===== src/rtl/lsu_pkg.sv =====
// Shared types for the load/store unit: FSM state encoding.
package lsu_pkg;

   localparam int LSU_STATE_W = 2;

   typedef enum logic [LSU_STATE_W-1:0] {
      IDLE   = 2'd0,
      ACCESS = 2'd1,
      VERIFY = 2'd2,
      RESP   = 2'd3
   } lsu_state_t;

endpackage


===== src/rtl/load_store_unit.sv =====
// Single-outstanding load/store unit between a core request port and Data_Memory.
// Optional write-verify readback of stores is enabled with LSU_WRITE_VERIFY_EN.
module load_store_unit
   import lsu_pkg::*;
#(
   parameter int WIDTH = 8
) (
   input  logic             clk,
   input  logic             reset,
   input  logic             req_valid,
   output logic             req_ready,
   input  logic             req_write,
   input  logic [WIDTH-1:0] req_address,
   input  logic [WIDTH-1:0] req_wdata,
   output logic             rsp_valid,
   input  logic             rsp_ready,
   output logic [WIDTH-1:0] rsp_rdata,
   output logic             rsp_error,
   output logic [WIDTH-1:0] txn_count,
   output logic             memory_write_enable,
   output logic [WIDTH-1:0] address_rw,
   output logic [WIDTH-1:0] data_in,
   input  logic [WIDTH-1:0] data_out
);

   lsu_state_t       state;
   lsu_state_t       state_next;
   logic             write_q;
   logic [WIDTH-1:0] address_q;
   logic [WIDTH-1:0] wdata_q;
   logic [WIDTH-1:0] rdata_q;
   logic [WIDTH-1:0] count_q;
   logic             handshake;

   assign handshake = req_valid && req_ready;

   always_ff @(posedge clk or posedge reset) begin
      if (reset) begin
         state <= IDLE;
      end else begin
         state <= state_next;
      end
   end

   // Memory-side outputs are decoded from state so reset drops them without waiting for an edge.
   always_comb begin
      state_next          = state;
      req_ready           = 1'b0;
      rsp_valid           = 1'b0;
      memory_write_enable = 1'b0;
      address_rw          = '0;
      data_in             = '0;
      case (state)
         IDLE: begin
            req_ready = 1'b1;
            if (req_valid) begin
               state_next = ACCESS;
            end
         end
         ACCESS: begin
            address_rw          = address_q;
            data_in             = wdata_q;
            memory_write_enable = write_q;
`ifdef LSU_WRITE_VERIFY_EN
            state_next          = write_q ? VERIFY : RESP;
`else
            state_next          = RESP;
`endif
         end
         VERIFY: begin
            address_rw = address_q;
            state_next = RESP;
         end
         RESP: begin
            rsp_valid = 1'b1;
            if (rsp_ready) begin
               state_next = IDLE;
            end
         end
         default: begin
            state_next = IDLE;
         end
      endcase
   end

   always_ff @(posedge clk or posedge reset) begin
      if (reset) begin
         write_q   <= 1'b0;
         address_q <= '0;
         wdata_q   <= '0;
      end else if (handshake) begin
         write_q   <= req_write;
         address_q <= req_address;
         wdata_q   <= req_wdata;
      end
   end

   // Stores echo their own data so the core sees what was written.
   always_ff @(posedge clk or posedge reset) begin
      if (reset) begin
         rdata_q <= '0;
      end else if (state == ACCESS) begin
         rdata_q <= write_q ? wdata_q : data_out;
      end
   end

`ifdef LSU_WRITE_VERIFY_EN
   logic error_q;

   always_ff @(posedge clk or posedge reset) begin
      if (reset) begin
         error_q <= 1'b0;
      end else if (state == ACCESS) begin
         error_q <= 1'b0;
      end else if (state == VERIFY) begin
         error_q <= (data_out != wdata_q);
      end
   end

   assign rsp_error = error_q;
`else
   assign rsp_error = 1'b0;
`endif

   always_ff @(posedge clk or posedge reset) begin
      if (reset) begin
         count_q <= '0;
      end else if (rsp_valid && rsp_ready) begin
         count_q <= count_q + 1'b1;
      end
   end

   assign rsp_rdata = rdata_q;
   assign txn_count = count_q;

endmodule

===== config.mk =====
export PLATFORM = sky130hd
export DESIGN_NAME = load_store_unit
export DESIGN_NICKNAME = d
export VERILOG_FILES = /design/src/rtl/lsu_pkg.sv /design/src/rtl/load_store_unit.sv
export SDC_FILE = /design/constraint.sdc
export NUM_CORES = 1
export LEC_CHECK = 0
export CAP_MARGIN = 5
export CORE_MARGIN = 2
export CORE_UTILIZATION = 43
export CTS_CLUSTER_SIZE = 16
export DETAILED_ROUTE_END_ITERATION = 10
export PLACE_DENSITY = 0.91
export SKIP_LAST_GASP = 1
export SLEW_MARGIN = 20
export SYNTH_ARGS = -nofsm -noshare
export SYNTH_HDL_FRONTEND = slang
export SYNTH_SLANG_ARGS = --single-unit

===== constraint.sdc =====
create_clock -name clk -period 2 [get_ports clk]
set_input_delay 0.2 -clock clk [delete_from_list [all_inputs] [get_ports clk]]
set_output_delay 0.2 -clock clk [all_outputs]
set_load 0.01 [all_outputs]

Yosys cells after proc, flatten, opt, wreduce, memory -nomap -nowiden:

Index checks and enable logic that the tools add are counted.

* RAM bits: 0
* bits in registers: 35
* latch bits: 0
* memories: 0
* output and inout bits: 36
* bits in read-only memories: 0

* $lt $le $gt $ge: 0
* reductions and logical operators: 5
* muxes and demuxes: 9
* shift operators: 0
* equal/unequal tests: 5
* bitwise gates (word level): 0
* $mul: 0
* divide/modulo/power cells: 0
* add/sub/neg operators: 1

Operator list (number)
* two-way mux 8 bit: 3
* adder 8 x 1 -> 8 bit (second input constant): 1
* case mux 2 bit (3 select lines): 1
* equality test 2 bit (second input constant): 2
* two-way mux 2 bit: 2
* inequality test 2 bit (second input constant): 2
* two-way mux 1 bit: 3
* equality test 2 x 1 -> 1 bit (second input constant): 1
* logical AND 1 bit: 2
* zero test 2 bit: 1
* AND reduction 2 bit: 1
* OR reduction 2 bit: 1

Depth between registers and ports, before layout:

* depth in word-level cells: 3
* mapped depth: 6
* depth with buffers taken out: 5

Worst setup path after synthesis:

No wires, ideal clock.

* kind: reg2reg
* from: reg state[0]
* to: reg state[1]
* arrival time: 1319 ps
* clock period less this slack: 1444 ps
* data required time: 1875 ps
* cell stages (with the launch flop): 6
* slack: 556 ps
* path through: dfrtp_1 > inv_1 > ha_1 > and2b_2 > a21oi_1 > mux2_2

* longest elaborated chain between the ends: 3
* elaborated cells on any way between the ends: 9

RTL lines
* start: declaration: RTL line load_store_unit.sv:26 `lsu_state_t state;`
* start signal: assignment: RTL line load_store_unit.sv:41 `state <= state_next;`
* equality test 2 x 1 -> 1 bit, or another cell as far along: RTL line load_store_unit.sv:53 `case (state)`
* OR reduction 2 bit (no source line) or inequality test 2 bit (tied branches)
* case mux 2 bit (3 select lines) or AND reduction 2 bit (tied branches)

Several ways; a longest one is shown, not always the timed one.
A chain may end at the register's enable or synchronous reset.

Worst setup path in the final report:

* from: reg state[1]
* to: out data_in[3]

* longest elaborated chain between the ends: 2

RTL lines
* equality test 2 x 1 -> 1 bit: RTL line load_store_unit.sv:53
* two-way mux 8 bit: RTL line load_store_unit.sv:53
* end: declaration: RTL line load_store_unit.sv:22 `output logic [WIDTH-1:0] data_in,`

Every way passes these cells.

==> impl_metrics.json <==
{
  "status": "complete, no violations",
  "cp-end-kind": "output port",
  "fp.dieW_um": 65.1,
  "critPathRequiredTime_ns": 1.80,
  "ir_worst_vdd_v": 0.000917,
  "place_ws_ns": 0.233,
  "overflow": 0,
  "drt_iter0_drc": 40,
  "hold_path_class": "input port to asynchronous set/reset pin",
  "port-buffer-count": 63,
  "period_share_pct": 96.5,
  "met2_usage_pct": 27.6,
  "setup_violations": 0,
  "route.detailed.drc": 0,
  "grtUsageMet3_pct": 5.14,
  "start_util_pct": 44.2,
  "clockBufferDepth": 2,
  "ys_ff_latch": 35,
  "rows": 22,
  "clock_skew_ns": 0.00759,
  "drtAntennaViolNets": 0,
  "drive_above_1_share_pct": 19.0,
  "gp_congestion": 0.633,
  "areaGrowthSynthToFinish_pct": 52.8,
  "p_leak_uw": 0.00118,
  "cts.sink_count": 35,
  "antenna_found_initial": 0,
  "cts_buffers": 5,
  "route.vias.total": 1187,
  "syn_inst": 134,
  "ys_seq_area_share_pct": 54.5,
  "start_kind": "flop",
  "grt_use_met1_pct": 19.0,
  "core-area_um2": 3630,
  "hpwl_mm": 2.27,
  "fin_ws_ns": 0.0696,
  "min_period_ns": 1.93,
  "io_pins": 65,
  "syn-mean-instance-area_um2": 12.0,
  "ys_types": 25,
  "htree_levels": 2,
  "fmaxAchievable_mhz": 518,
  "grt_max_degree": 36,
  "die_area_um2": 4240,
  "cts_tree": "done",
  "viasPerCell": 4.69,
  "max_cap_viol_count": 0,
  "grt_pass1_wl_mm": 5.11,
  "root_buffer": "clkbuf_8",
  "worstPathMaxFanout": 11,
  "wire_per_inst_um": 12.8,
  "cp.arrival_ns": 1.73,
  "num_antenna_cells": 0,
  "syn-num-nets": 167,
  "clkSlewWorstSetupHoldPaths_ns": 0.07,
  "grt_pass1_vias": 1135,
  "synth_area_um2": 1610,
  "grt.total_usage_pct": 16.0,
  "drt-total-wl_mm": 3.24,
  "pwr_density_cell_nw_per_um2": 1540,
  "final_common_cell": "clkdlybuf4s50_1",
  "die_h_um": 65.1,
  "final_nets": 237,
  "setup_tns_ns": 0,
  "synth_warnings": 0,
  "drt_first_pass_iters": 4,
  "hold_viol": 0,
  "final_cell_mix": "56 x clkdlybuf4s50_1, 35 x dfrtp_1, 19 x mux2_2, 18 x and2_1",
  "cts_hold_buf": 0,
  "drv_slew": 0,
  "grt_busiest_layer": "met2",
  "clk_latency_ns": 0.27,
  "critical_path_class": "flop to output port"
}
## cell usage after synthesis
cell      instances  area (um^2)
nor3_1            1         5.00
ha_1              4         50.1
a21oi_1           9         45.0
buf_4             1         7.51
nor2_1            9         33.8
dfrtp_1          35          876
nand2_1           3         11.3
and4_1            1         8.76
buf_2             3         15.0
xor2_1            4         35.0
and2b_2           1         8.76
conb_1            1         3.75
buf_1             1         3.75
and3_1            2         12.5
nand4_1           1         6.26
o21ai_0           2         10.0
and2_1           18          113
nand3_1           1         5.00
mux2_2           19          214
xnor2_1           3         26.3
buf_6             1         11.3
nand2_2           1         6.26
inv_1             4         15.0
clkbuf_2          1         5.00
mux2i_1           8         80.1
## critical path: stages (launching register included)
cell	delay, ns
dfrtp_1	0.40
inv_2	0.09
ha_2	0.19
buf_6	0.13
and2_1	0.12
clkdlybuf4s50_1	0.52
## flip-flops by register name (all words and copies together), names as in the netlist
| register | flops |
|---|---|
| wdata_q | 8 |
| write_q | 1 |
| txn_count | 8 |
| rsp_rdata | 8 |
| state | 2 |
| address_q | 8 |
## logic make-up (layout without fill, tap and decap cells)
family	after synthesis	in the layout	share of synthesized area, %
simple gates	38	38	13.1
flops	35	35	54.5
mux	27	27	18.3
compound gates	11	11	3.42
buf+inv	11	82	3.58
xor+xnor	7	7	3.81
fa+ha+maj	4	4	3.11
other cells	1	1	0.233
## area by class of cell
cell class              count  area, um^2
well taps                  48        60.1
inverters                   4        15.0
clock inverters             2        35.0
clock buffers               6        82.6
fillers                   314        1180
multi-input cells          88         689
repair buffers             70         698
flip-flops and latches     35         876
## metrics by stage
stage	std cells	util (%)	cell area, um^2	hold slack [ns]	power, uW
2_1_floorplan	134	-	1610	0.350	2210
3_3_place_gp	242	62.9	2290	0.458	3040
3_5_place_dp	242	62.9	2290	0.461	3110
4_1_cts	250	66.3	2410	0.334	3760
5_1_grt	253	67.6	2460	0.352	4080
6_report	253	67.6	2460	0.318	3780
## layer usage
layer / wire length, um / part of all wire [%] / vias to the layer above
met5: 0 / 0 / -
met4: 17 / 0.52 / 0
met3: 159 / 4.9 / 2
met2: 1640 / 51 / 35
met1: 1420 / 44 / 570
li1: - / - / 580
## repair_timing
action	in CTS	in global routing
endpoints found under the setup margin	11	16
gates resized for setup	3	9
gates cloned	0	1
setup buffers	0	2
pin swaps	0	0
## power by group
part           internal, uW  switching (uW)
Sequential             1040             209
Combinational          1140             763
Clock                   403             230
## worst paths after layout
path / start / end / slack (ns) / depth (start not counted)
max: state[1] / data_in[3] / 0.07 / 5
min: reset / txn_count[7] / 0.32 / 3
max reg2reg: state[0] / wdata_q[3] / 0.55 / 4
min reg2reg: txn_count[7] / txn_count[7] / 0.47 / 1
max in group asynchronous: reset / wdata_q[4] / 1.37 / 3
min in group clk: txn_count[7] / txn_count[7] / 0.47 / 1
Power figures use the tool's default switching activity.
